<file path="config.mk">
export PLATFORM = sky130hd
export DESIGN_NAME = wb_master_arbiter
export DESIGN_NICKNAME = d
export VERILOG_FILES = /design/src/rtl/soc_wb_pkg.sv /design/src/rtl/wb_rr_pick.sv /design/src/rtl/wb_master_arbiter.sv
export SDC_FILE = /design/constraint.sdc
export NUM_CORES = 1
export LEC_CHECK = 0
export BUFFER_PORTS_ARGS = -buffer_cell sky130_fd_sc_hd__buf_2
export CAP_MARGIN = 15
export CELL_PAD_IN_SITES_DETAIL_PLACEMENT = 0
export CELL_PAD_IN_SITES_GLOBAL_PLACEMENT = 1
export CORE_AREA = 2 2 141 143
export CTS_CLUSTER_SIZE = 24
export DETAILED_ROUTE_END_ITERATION = 6
export DIE_AREA = 0 0 143 145
export GPL_TIMING_DRIVEN = 1
export PLACE_DENSITY = 0.66
export SKIP_CTS_REPAIR_TIMING = 1
export SKIP_LAST_GASP = 1
export SYNTH_ARGS = -nofsm -noshare
export SYNTH_HDL_FRONTEND = slang
export SYNTH_SLANG_ARGS = --single-unit
export TNS_END_PERCENT = 50
</file>
<file path="constraint.sdc">
create_clock -name i_clk -period 2.1 [get_ports i_clk]
set_clock_uncertainty 0.2 [all_clocks]
set_input_delay 0.105 -clock i_clk [delete_from_list [all_inputs] [get_ports i_clk]]
set_output_delay 0.105 -clock i_clk [all_outputs]
set_load 0.01 [all_outputs]
</file>
<file path="src/rtl/soc_wb_pkg.sv">
// Shared definitions for the SoC Wishbone interconnect.
// Holds the default master count, the fixed master index assignments,
// the default bus-stall timeout and the arbiter state encoding.
// No ports: this is a package imported by the arbiter and its helpers.
package soc_wb_pkg;

  // Masters attached to the shared bus, in index order.
  localparam int NUM_MASTERS_DEFAULT    = 3;
  localparam int IBUS                   = 0;
  localparam int DBUS                   = 1;
  localparam int MGMT                   = 2;

  // Stalled cycles tolerated before a bus error is returned (0 = never).
  localparam int TIMEOUT_CYCLES_DEFAULT = 255;

  typedef enum logic {
    ARB_IDLE    = 1'b0,
    ARB_GRANTED = 1'b1
  } arb_state_t;

  // Width of a master index; at least one bit so a single-master bus
  // still has a legal grant register.
  function automatic int idx_width(input int n);
    return (n > 1) ? $clog2(n) : 1;
  endfunction

endpackage

</file>
<file path="src/rtl/wb_rr_pick.sv">
// Combinational round-robin picker.
// Ports:
//   req        - one request bit per master
//   last_grant - index of the master served most recently
//   winner     - first requester found scanning from last_grant+1, wrapping
//   any_req    - high when at least one request bit is set
// winner is 0 when no request is present; callers qualify it with any_req.
module wb_rr_pick #(
  parameter int N  = 3,
  parameter int IW = 2
) (
  input  logic [N-1:0]  req,
  input  logic [IW-1:0] last_grant,
  output logic [IW-1:0] winner,
  output logic          any_req
);

  // Scan starts just after the previous owner so the master that was
  // served last is considered only after everyone else.
  always_comb begin
    int   idx;
    logic found;
    winner  = '0;
    any_req = |req;
    found   = 1'b0;
    idx     = 0;
    for (int i = 1; i <= N; i++) begin
      idx = (int'(last_grant) + i) % N;
      if (!found && req[idx]) begin
        winner = IW'(idx);
        found  = 1'b1;
      end
    end
  end

endmodule

</file>
<file path="src/rtl/wb_master_arbiter.sv">
// Round-robin arbiter that lets several classic Wishbone masters share one
// slave-side bus, with a stall timeout that turns a hung access into an error.
// Ports:
//   i_clk, i_reset               - clock, synchronous active-high reset
//   i_m_cyc/stb/we [N]           - per-master cycle, strobe, write enable
//   i_m_sel [4N], i_m_adr [32N], - per-master byte selects, address, write
//   i_m_dat [32N]                  data; master k occupies slice k
//   o_m_ack/err [N], o_m_dat     - per-master ack/err, broadcast read data
//   o_s_cyc/stb/we/sel/adr/dat   - granted master's request toward slaves
//   i_s_ack, i_s_err, i_s_dat    - slave response
module wb_master_arbiter
  import soc_wb_pkg::*;
#(
  parameter int NUM_MASTERS    = NUM_MASTERS_DEFAULT,
  parameter int TIMEOUT_CYCLES = TIMEOUT_CYCLES_DEFAULT
) (
  input  logic                      i_clk,
  input  logic                      i_reset,
  input  logic [NUM_MASTERS-1:0]    i_m_cyc,
  input  logic [NUM_MASTERS-1:0]    i_m_stb,
  input  logic [NUM_MASTERS-1:0]    i_m_we,
  input  logic [4*NUM_MASTERS-1:0]  i_m_sel,
  input  logic [32*NUM_MASTERS-1:0] i_m_adr,
  input  logic [32*NUM_MASTERS-1:0] i_m_dat,
  output logic [NUM_MASTERS-1:0]    o_m_ack,
  output logic [NUM_MASTERS-1:0]    o_m_err,
  output logic [31:0]               o_m_dat,
  output logic                      o_s_cyc,
  output logic                      o_s_stb,
  output logic                      o_s_we,
  output logic [3:0]                o_s_sel,
  output logic [31:0]               o_s_adr,
  output logic [31:0]               o_s_dat,
  input  logic                      i_s_ack,
  input  logic                      i_s_err,
  input  logic [31:0]               i_s_dat
);

  localparam int IW = idx_width(NUM_MASTERS);
  localparam int CW = (TIMEOUT_CYCLES > 0) ? $clog2(TIMEOUT_CYCLES + 1) : 1;

  arb_state_t    state, state_next;
  logic [IW-1:0] grant, grant_next;
  logic [IW-1:0] last_grant, last_grant_next;
  logic [CW-1:0] tmo_cnt, tmo_cnt_next;

  logic [IW-1:0] pick_winner;
  logic          pick_any;
  logic          granted;
  logic          grant_cyc;
  logic          live;
  logic          timeout_hit;

  logic [3:0]    m_sel [NUM_MASTERS];
  logic [31:0]   m_adr [NUM_MASTERS];
  logic [31:0]   m_dat [NUM_MASTERS];

  for (genvar k = 0; k < NUM_MASTERS; k++) begin : g_unpack
    assign m_sel[k] = i_m_sel[4*k +: 4];
    assign m_adr[k] = i_m_adr[32*k +: 32];
    assign m_dat[k] = i_m_dat[32*k +: 32];
  end

  wb_rr_pick #(
    .N  (NUM_MASTERS),
    .IW (IW)
  ) u_pick (
    .req        (i_m_cyc),
    .last_grant (last_grant),
    .winner     (pick_winner),
    .any_req    (pick_any)
  );

  // A transfer is live only while the owner still holds cyc; dropping cyc
  // cuts the slave side off in the same cycle and blocks stray acks.
  assign granted   = (state == ARB_GRANTED);
  assign grant_cyc = i_m_cyc[grant];
  assign live      = granted && grant_cyc;

  assign o_s_cyc = live;
  assign o_s_stb = live && i_m_stb[grant];
  assign o_s_we  = i_m_we[grant];
  assign o_s_sel = m_sel[grant];
  assign o_s_adr = m_adr[grant];
  assign o_s_dat = m_dat[grant];
  assign o_m_dat = i_s_dat;

  // An ack arriving in the very cycle the limit is reached still wins.
  assign timeout_hit = (TIMEOUT_CYCLES != 0) && o_s_stb && !i_s_ack &&
                       (tmo_cnt == CW'(TIMEOUT_CYCLES));

  // Responses are routed only to the current owner.
  always_comb begin
    o_m_ack = '0;
    o_m_err = '0;
    if (live) begin
      o_m_ack[grant] = i_s_ack;
      o_m_err[grant] = i_s_err || timeout_hit;
    end
  end

  // The grant is only re-evaluated from IDLE, which gives the one idle
  // cycle between owners and keeps the grant fixed while cyc is held.
  always_comb begin
    state_next      = state;
    grant_next      = grant;
    last_grant_next = last_grant;
    case (state)
      ARB_IDLE: begin
        if (pick_any) begin
          state_next = ARB_GRANTED;
          grant_next = pick_winner;
        end
      end
      ARB_GRANTED: begin
        if (!grant_cyc) begin
          state_next      = ARB_IDLE;
          last_grant_next = grant;
        end
      end
      default: state_next = ARB_IDLE;
    endcase
  end

  // Counts consecutive stalled strobe cycles; it clears at the limit, so
  // it cannot wrap.
  always_comb begin
    tmo_cnt_next = '0;
    if ((TIMEOUT_CYCLES != 0) && o_s_stb && !i_s_ack && !i_s_err &&
        !timeout_hit) begin
      tmo_cnt_next = tmo_cnt + CW'(1);
    end
  end

  // last_grant resets to the top index so master 0 is first in line.
  always_ff @(posedge i_clk) begin
    if (i_reset) begin
      state      <= ARB_IDLE;
      grant      <= '0;
      last_grant <= IW'(NUM_MASTERS - 1);
      tmo_cnt    <= '0;
    end else begin
      state      <= state_next;
      grant      <= grant_next;
      last_grant <= last_grant_next;
      tmo_cnt    <= tmo_cnt_next;
    end
  end

endmodule

</file>
==> results.cfg, run 1 <==
[min_path]
min_path_type = in2out
min_from = i_s_dat[25]

[routing]
ant_nets = 0
drc = 0
drt_pass1_iterations = 4
avgViaCountPerCell = 3.88
first_iter_violations = 58
wl_per_cell_um = 14.4
routed_wl_um = 12700
vias = 3422

[floorplan]
core_area_sq_um = 19200
pin_count = 358
die_y_um = 145
die_width_um = 143
start_util_pct = 13.1
rows = 51
die_area_sq_um = 20700

[timing]
setup_violations = 0
hold_viol_final = 0
worst_slew_pin_slew_ns = 0.379
fin_ws_ns = 0.124
min_period_over_period_pct = 94.1
drv_slew = 0
fin_crit_ns = 1.98
relSlewSlack_pct = 74.0
fin_worst_hold_slack_ns = 0.0100
max_freq_ghz = 0.506

[logic_synthesis]
yosysTopAreaCellShare_pct = 28.5
ys_ff_latch = 13
yosys_warnings = 0
seq_area_frac_synth_pct = 10.3
synthesis.nets = 622
synth_top_area_cell = mux2i_1
netlist_instances = 369
ys_top_cells_by_area = mux2i_1 (29%), o21ai_0 (14%), buf_4 (12%)
ys_types = 40
synthesis.area_sq_um = 2520
syn_area_per_cell_sq_um = 6.84

[cells_and_area]
final_cell_mix = buf_2 (293), nand2_1 (78), mux2i_1 (72)
nFillCells = 2209
num-nets-final = 870
layout-drive-gt1-share_pct = 52.1
syn_to_final_growth_pct = 63.9
mostFrequentLayoutCell = buf_2

[flow_run]
cap_viol_max_count = 0

[place]
portBuffers = 293
dp_slack_ns = 0.174
gp_congestion = 0.831
dp_hpwl_um = 10800

[cts]
clkLatencyLatePin_ns = 0.25
cts.sinks = 13
htree_num_levels = 1
cts_tree = built
path_clk_slew_ns = 0.05
numCtsBuffers = 3
clock_path_buffers = 2
root_buffer = clkbuf_16

[critical_path]
crit_type = reg2out
critPathLaunch = tmo_cnt[2]$_SDFF_PP0_
critPathTopFamily = simple AND/OR/NAND/NOR gates
required_ns = 1.79
end_kind = output pin
ff2ff_path_depth = 6
regToRegEndpoint = grant[0]$_SDFFE_PP0P_
cp.depth = 5
arrival_ns = 1.67
crit_slowest_cell = dfxtp_1
r2r-start = last_grant[0]$_SDFFE_PP0P_
cpPeakStageDelay_ns = 0.38
ff2ff_setup_slack_ns = 0.14
cp-endpoint = o_m_err[2]
worstPathBufferInverterCount = 1
crit_path_frequent_cell = nor4_2
cp-start-kind = flop
crit_path_cell_trace = nand3_1 -> nor4_2 -> a21oi_2 -> nor4_2 -> buf_2
path_max_fanout = 5

[pwr]
internal-power_w = 0.00105
power_frac_comb_pct = 64.8
seqPwrFrac_pct = 15.0
p_switching_w = 0.000795
p_per_area_nw_per_um2 = 445
leakagePower_nw = 1.93
clock_power_share_pct = 20.2
p_sw_share_pct = 43.1
vdd_ir_drop_max_v = 0.000307

[global_routing]
grt_use_total_pct = 11.1
grt.overflow.total = 0
grt_first_pass_wirelength_um = 18200
antenna_found_initial = 1
grt_max_degree = 42
grt_pass1_vias = 3328

[run_status]
outcome = completed
## flip-flops by register name, indices dropped and copies added (netlist names)
| signal | count |
|---|---|
| grant | 2 |
| granted | 1 |
| tmo_cnt | 8 |
| last_grant | 2 |
## per-stage QoR
| stage | std cells | power (W) | setup TNS (ns) | instance area, sq um | utilization [%] |
|---|---|---|---|---|---|
| after floorplan | 369 | 0.000964 | 0 | 2520 | - |
| after global placement | 876 | 0.00150 | 0 | 4030 | 21.0 |
| after detailed placement | 876 | 0.00149 | 0 | 4030 | 21.0 |
| after CTS | 880 | 0.00187 | 0 | 4110 | 21.4 |
| after global routing | 882 | 0.00199 | -0.0137 | 4140 | 21.5 |
| final | 882 | 0.00184 | 0 | 4140 | 21.5 |
## per-layer routing
layer	wire, um	track usage [%]	vias to the layer above
met4	183	2.08	0
met2	6280	20.8	178
met5	0	0	-
li1	-	-	1742
met3	924	1.35	16
met1	5310	13.6	1486
## area by class of cell
type                            count  area [sq um]  share of cell area (%)
Clock inverter                      1          5.00                   0.121
Timing Repair Buffer              301          1550                    37.5
Clock buffer                        3          75.1                    1.81
Antenna cell                        1          2.50                  0.0605
Inverter                            7          26.3                   0.635
Multi-Input combinational cell    291          1880                    45.4
Tap cell                          265           332                    8.01
Sequential cell                    13           267                    6.44
## cell usage after synthesis
master and number:
a311oi_1 1, xnor2_1 4, clkbuf_4 1, or2_2 1, nor3_1 3, nor2_1 19, dfxtp_1 13, nand4b_1 1
o21a_1 1, nor2b_2 1, nand3_1 5, a2111oi_2 1, nand2_1 78, xor2_1 2, a21oi_1 4, a31oi_2 1
mux2i_1 72, nor2b_1 2, and2_1 1, inv_1 6, and2b_1 1, o21ai_1 1, o21bai_1 1, nor4_1 4
a221o_1 1, inv_2 1, ha_1 4, buf_4 41, nor3b_1 1, a211o_1 1, nand2b_1 3, a311oi_2 1
nor4_2 1, nand4_4 1, clkbuf_1 12, o21ai_2 1, or3_1 1, buf_2 4, o21ai_0 71, o2bb2ai_2 1
## worst min path at each step
| stage | to | slack (ns) | cells past startpoint |
|---|---|---|---|
| 2_1_floorplan | grant[0]$_SDFFE_PP0P_ | -0.03 | 1 |
| 3_5_place_dp | o_m_dat[0] | 0.01 | 0 |
| 5_1_grt | o_m_dat[24] | 0.01 | 0 |
| 4_1_cts | grant[0]$_SDFFE_PP0P_ | -0.09 | 2 |
| 6_report | o_m_dat[25] | 0.01 | 0 |
| 3_3_place_gp | o_m_dat[0] | 0.01 | 0 |
## power groups by stage
stage | clock network (W) | logic (W) | registers (W)
global route | 0.000393 | 0.00132 | 0.000277
floorplan | 0 | 0.000696 | 0.000268
detailed placement | 0 | 0.00121 | 0.000281
global placement | 0 | 0.00122 | 0.000281
finish | 0.000372 | 0.00119 | 0.000276
CTS | 0.000379 | 0.00122 | 0.000276
## cell families (layout without fill, tap and decap cells)
group | Yosys count | after routing | synth area share (%)
other cells | 0 | 1 | 0
compound gates | 86 | 86 | 19.4
mux | 72 | 72 | 28.5
buf+inv | 65 | 312 | 16.1
flops | 13 | 13 | 10.3
simple gates | 123 | 123 | 21.6
xor+xnor | 6 | 6 | 2.08
fa+ha+maj | 4 | 4 | 1.98
Note: power is estimated with default switching activity, not from simulation.
==> run 2: changes to the inputs <==
--- a/config.mk
+++ b/config.mk
@@ -5,16 +5,17 @@
 export SDC_FILE = /design/constraint.sdc
 export NUM_CORES = 1
 export LEC_CHECK = 0
+export ABC_AREA = 1
 export BUFFER_PORTS_ARGS = -buffer_cell sky130_fd_sc_hd__buf_2
 export CAP_MARGIN = 15
 export CELL_PAD_IN_SITES_DETAIL_PLACEMENT = 0
 export CELL_PAD_IN_SITES_GLOBAL_PLACEMENT = 1
-export CORE_AREA = 2 2 141 143
+export CORE_AREA = 2 2 140 142
 export CTS_CLUSTER_SIZE = 24
 export DETAILED_ROUTE_END_ITERATION = 6
-export DIE_AREA = 0 0 143 145
+export DIE_AREA = 0 0 142 144
 export GPL_TIMING_DRIVEN = 1
-export PLACE_DENSITY = 0.66
+export PLACE_DENSITY = 0.67
 export SKIP_CTS_REPAIR_TIMING = 1
 export SKIP_LAST_GASP = 1
 export SYNTH_ARGS = -nofsm -noshare
==> run 2 against run 1 <==
Compared with the run above:
- total power rose by 36%
- sequential cell count did not move
- hold slack did not move
- non-clock buffer count rose by 2
- combinational power rose by 55%
- routed wire length fell by 10%
- worst setup slack got worse by 0.041 ns
- sequential share of layout area rose by 0.29 points
- synthesized area fell by 12%
- critical path depth rose by 1
- utilization fell by 1.2 points
- sequential power rose by 5%
- critical path type unchanged
- critical endpoint is now o_s_dat[31]
- highest routed layer is now met5
==> results.cfg, run 2 <==
[run_status]
outcome = completed

[logic_synthesis]
yosysTopAreaCellShare_pct = 27.7
synth_edf_count = 0
yosys_warnings = 0
netlist_instances = 389
async_flop_share_pct = 0
synthesis.nets = 642
synthesis.area_sq_um = 2210
synth.top_cells.by_count = nand2_1 (163), a22oi_1 (67), buf_4 (32)
ys_top_cells_by_area = nand2_1 (28%), a22oi_1 (23%), dfxtp_1 (12%)
synth_top_area_cell = nand2_1
syn_area_per_cell_sq_um = 5.69
seq_area_frac_synth_pct = 11.8
synth_ff_type = dfxtp_1
ys_ff_latch = 13
ys_types = 26
synth.most_common_cell = nand2_1

[timing]
drv_slew = 0
hold_viol_final = 0
min_period_over_period_pct = 96.0
worst_slew_pin_slew_ns = 0.457
fin_crit_ns = 2.02
fin_worst_hold_slack_ns = 0.0100
setup_violations = 0
max_freq_ghz = 0.496
fin_ws_ns = 0.0831
relSlewSlack_pct = 69.4

[floorplan]
die_y_um = 144
rows = 51
die_area_sq_um = 20400
start_util_pct = 11.6
pin_count = 358
die_width_um = 142
core_area_sq_um = 19100

[cells_and_area]
top_register = tmo_cnt
largest_reg_flops = 8
num-nets-final = 896
antenna_cells = 0
layout-drive-gt1-share_pct = 48.9
design_area_sq_um = 3890
mostFrequentLayoutCell = buf_2
syn_to_final_growth_pct = 75.8
top_regs = tmo_cnt x8, grant x2, last_grant x2
final_cell_mix = buf_2 (293), nand2_1 (163), a22oi_1 (67)

[pwr]
seqPwrFrac_pct = 11.6
p_per_area_nw_per_um2 = 644
clock_power_share_pct = 14.3
vdd_ir_drop_max_v = 0.000271
power_frac_comb_pct = 74.1
p_switching_w = 0.00118
leakagePower_nw = 2.18
p_sw_share_pct = 47.3
internal-power_w = 0.00132

[routing]
wl_per_cell_um = 13.0
ant_nets = 0
avgViaCountPerCell = 3.96
drc = 0
vias = 3483
first_iter_violations = 154
drt_pass1_iterations = 4
routed_wl_um = 11400

[global_routing]
grt_max_degree = 49
grt_pass1_vias = 2992
grt.overflow.total = 0
antenna_found_initial = 1
grt_first_pass_wirelength_um = 15500
grt_use_total_pct = 9.62

[cts]
clkLatencyLatePin_ns = 0.24
root_buffer = clkbuf_16
clock_path_buffers = 2
path_clk_slew_ns = 0.04
cts.sinks = 13
htree_num_levels = 1
numCtsBuffers = 3
cts_tree = built

[flow_run]
cap_viol_max_count = 0

[critical_path]
required_ns = 1.79
end_kind = output pin
critPathLaunch = grant[1]$_SDFFE_PP0P_
path_max_fanout = 31
cpPeakStageDelay_ns = 0.48
crit_type = reg2out
cp-start-kind = flop
ff2ff_path_depth = 10
regToRegEndpoint = grant[0]$_SDFFE_PP0P_
arrival_ns = 1.71
crit_slowest_cell = dfxtp_1
ff2ff_setup_slack_ns = 0.31
crit_path_cell_trace = nor2_4 -> buf_4 -> buf_12 -> a22oi_1 -> nand2_1 -> buf_2
r2r-start = last_grant[0]$_SDFFE_PP0P_

[place]
dp_slack_ns = 0.285
portBuffers = 293
place_area_sq_um = 3760
gp_congestion = 0.771
dp_hpwl_um = 9560

[min_path]
hold_end = o_m_dat[7]
min_from = i_s_dat[7]
min_path_cells = 0
min_path_type = in2out
[run 2: cell types whose count changed after synthesis, moves of 4 or more]
cell,change
a22oi_1,+67
buf_2,+4
buf_4,-9
inv_1,+15
mux2i_1,-72
nand2_1,+85
nand3_1,+6
nor2_1,+4
o21ai_0,-62
[run 2: worst max-delay path: cells and delay by family, from the launching register on]
kind	cells	cell delay [ns]
compound gates	1	0.32
flops	1	0.48
buf+inv	3	0.45
simple gates	2	0.19
[run 2: layout make-up]
cell class	instances	area [sq um]
fill	2233	15200
timing repair buffer	303	1620
multi-input combinational	300	1550
tap	238	298
sequential	13	262
inverter	22	82.6
clock buffer	4	78.8
[run 2: cell families (layout without fill, tap and decap cells)]
group / count (synthesis) / count (layout) / synth area share (%)
adders and majority gates: 4 / 4 / 2.26
and+or+nand+nor: 207 / 207 / 38.2
xor gates and xnor gates: 6 / 6 / 2.38
buffers and inverters: 76 / 329 / 18.8
DFF: 13 / 13 / 11.8
AOI/OAI and AO/OA: 83 / 83 / 26.6
[run 2: how the worst max path moves through the flow]
stage / cells past startpoint / slack, ns / end
2_1_floorplan: 8 / 0.48 / o_m_err[0]
3_3_place_gp: 8 / 0.29 / o_m_err[1]
3_5_place_dp: 8 / 0.28 / o_m_err[0]
4_1_cts: 8 / 0.01 / o_m_err[0]
5_1_grt: 6 / -0.001 / o_s_adr[27]
6_report: 6 / 0.08 / o_s_dat[31]
[run 2: power groups by stage]
stage	clock [W]	sequential, W	combinational, W
global route	0.000381	0.000293	0.00206
global placement	0	0.000293	0.00184
floorplan	0	0.000279	0.00104
finish	0.000357	0.000291	0.00185
CTS	0.000370	0.000289	0.00184
detailed placement	0	0.000293	0.00183
[run 2: through the flow]
step / util, % / cells / power [W] / setup TNS (ns)
after floorplan: - / 389 / 0.00132 / 0
after global placement: 19.7 / 872 / 0.00214 / 0
after detailed placement: 19.7 / 872 / 0.00212 / 0
after CTS: 20.1 / 876 / 0.00249 / 0
after global routing: 20.4 / 880 / 0.00274 / -0.00126
final: 20.4 / 880 / 0.00250 / 0
[run 2: metal layers]
layer / track usage [%] / up-vias / routed length, um
met1: 12.4 / 1502 / 4680
met5: 0 / - / 12
met4: 1.95 / 2 / 158
met2: 17.0 / 177 / 5680
li1: - / 1777 / -
met3: 1.42 / 25 / 895
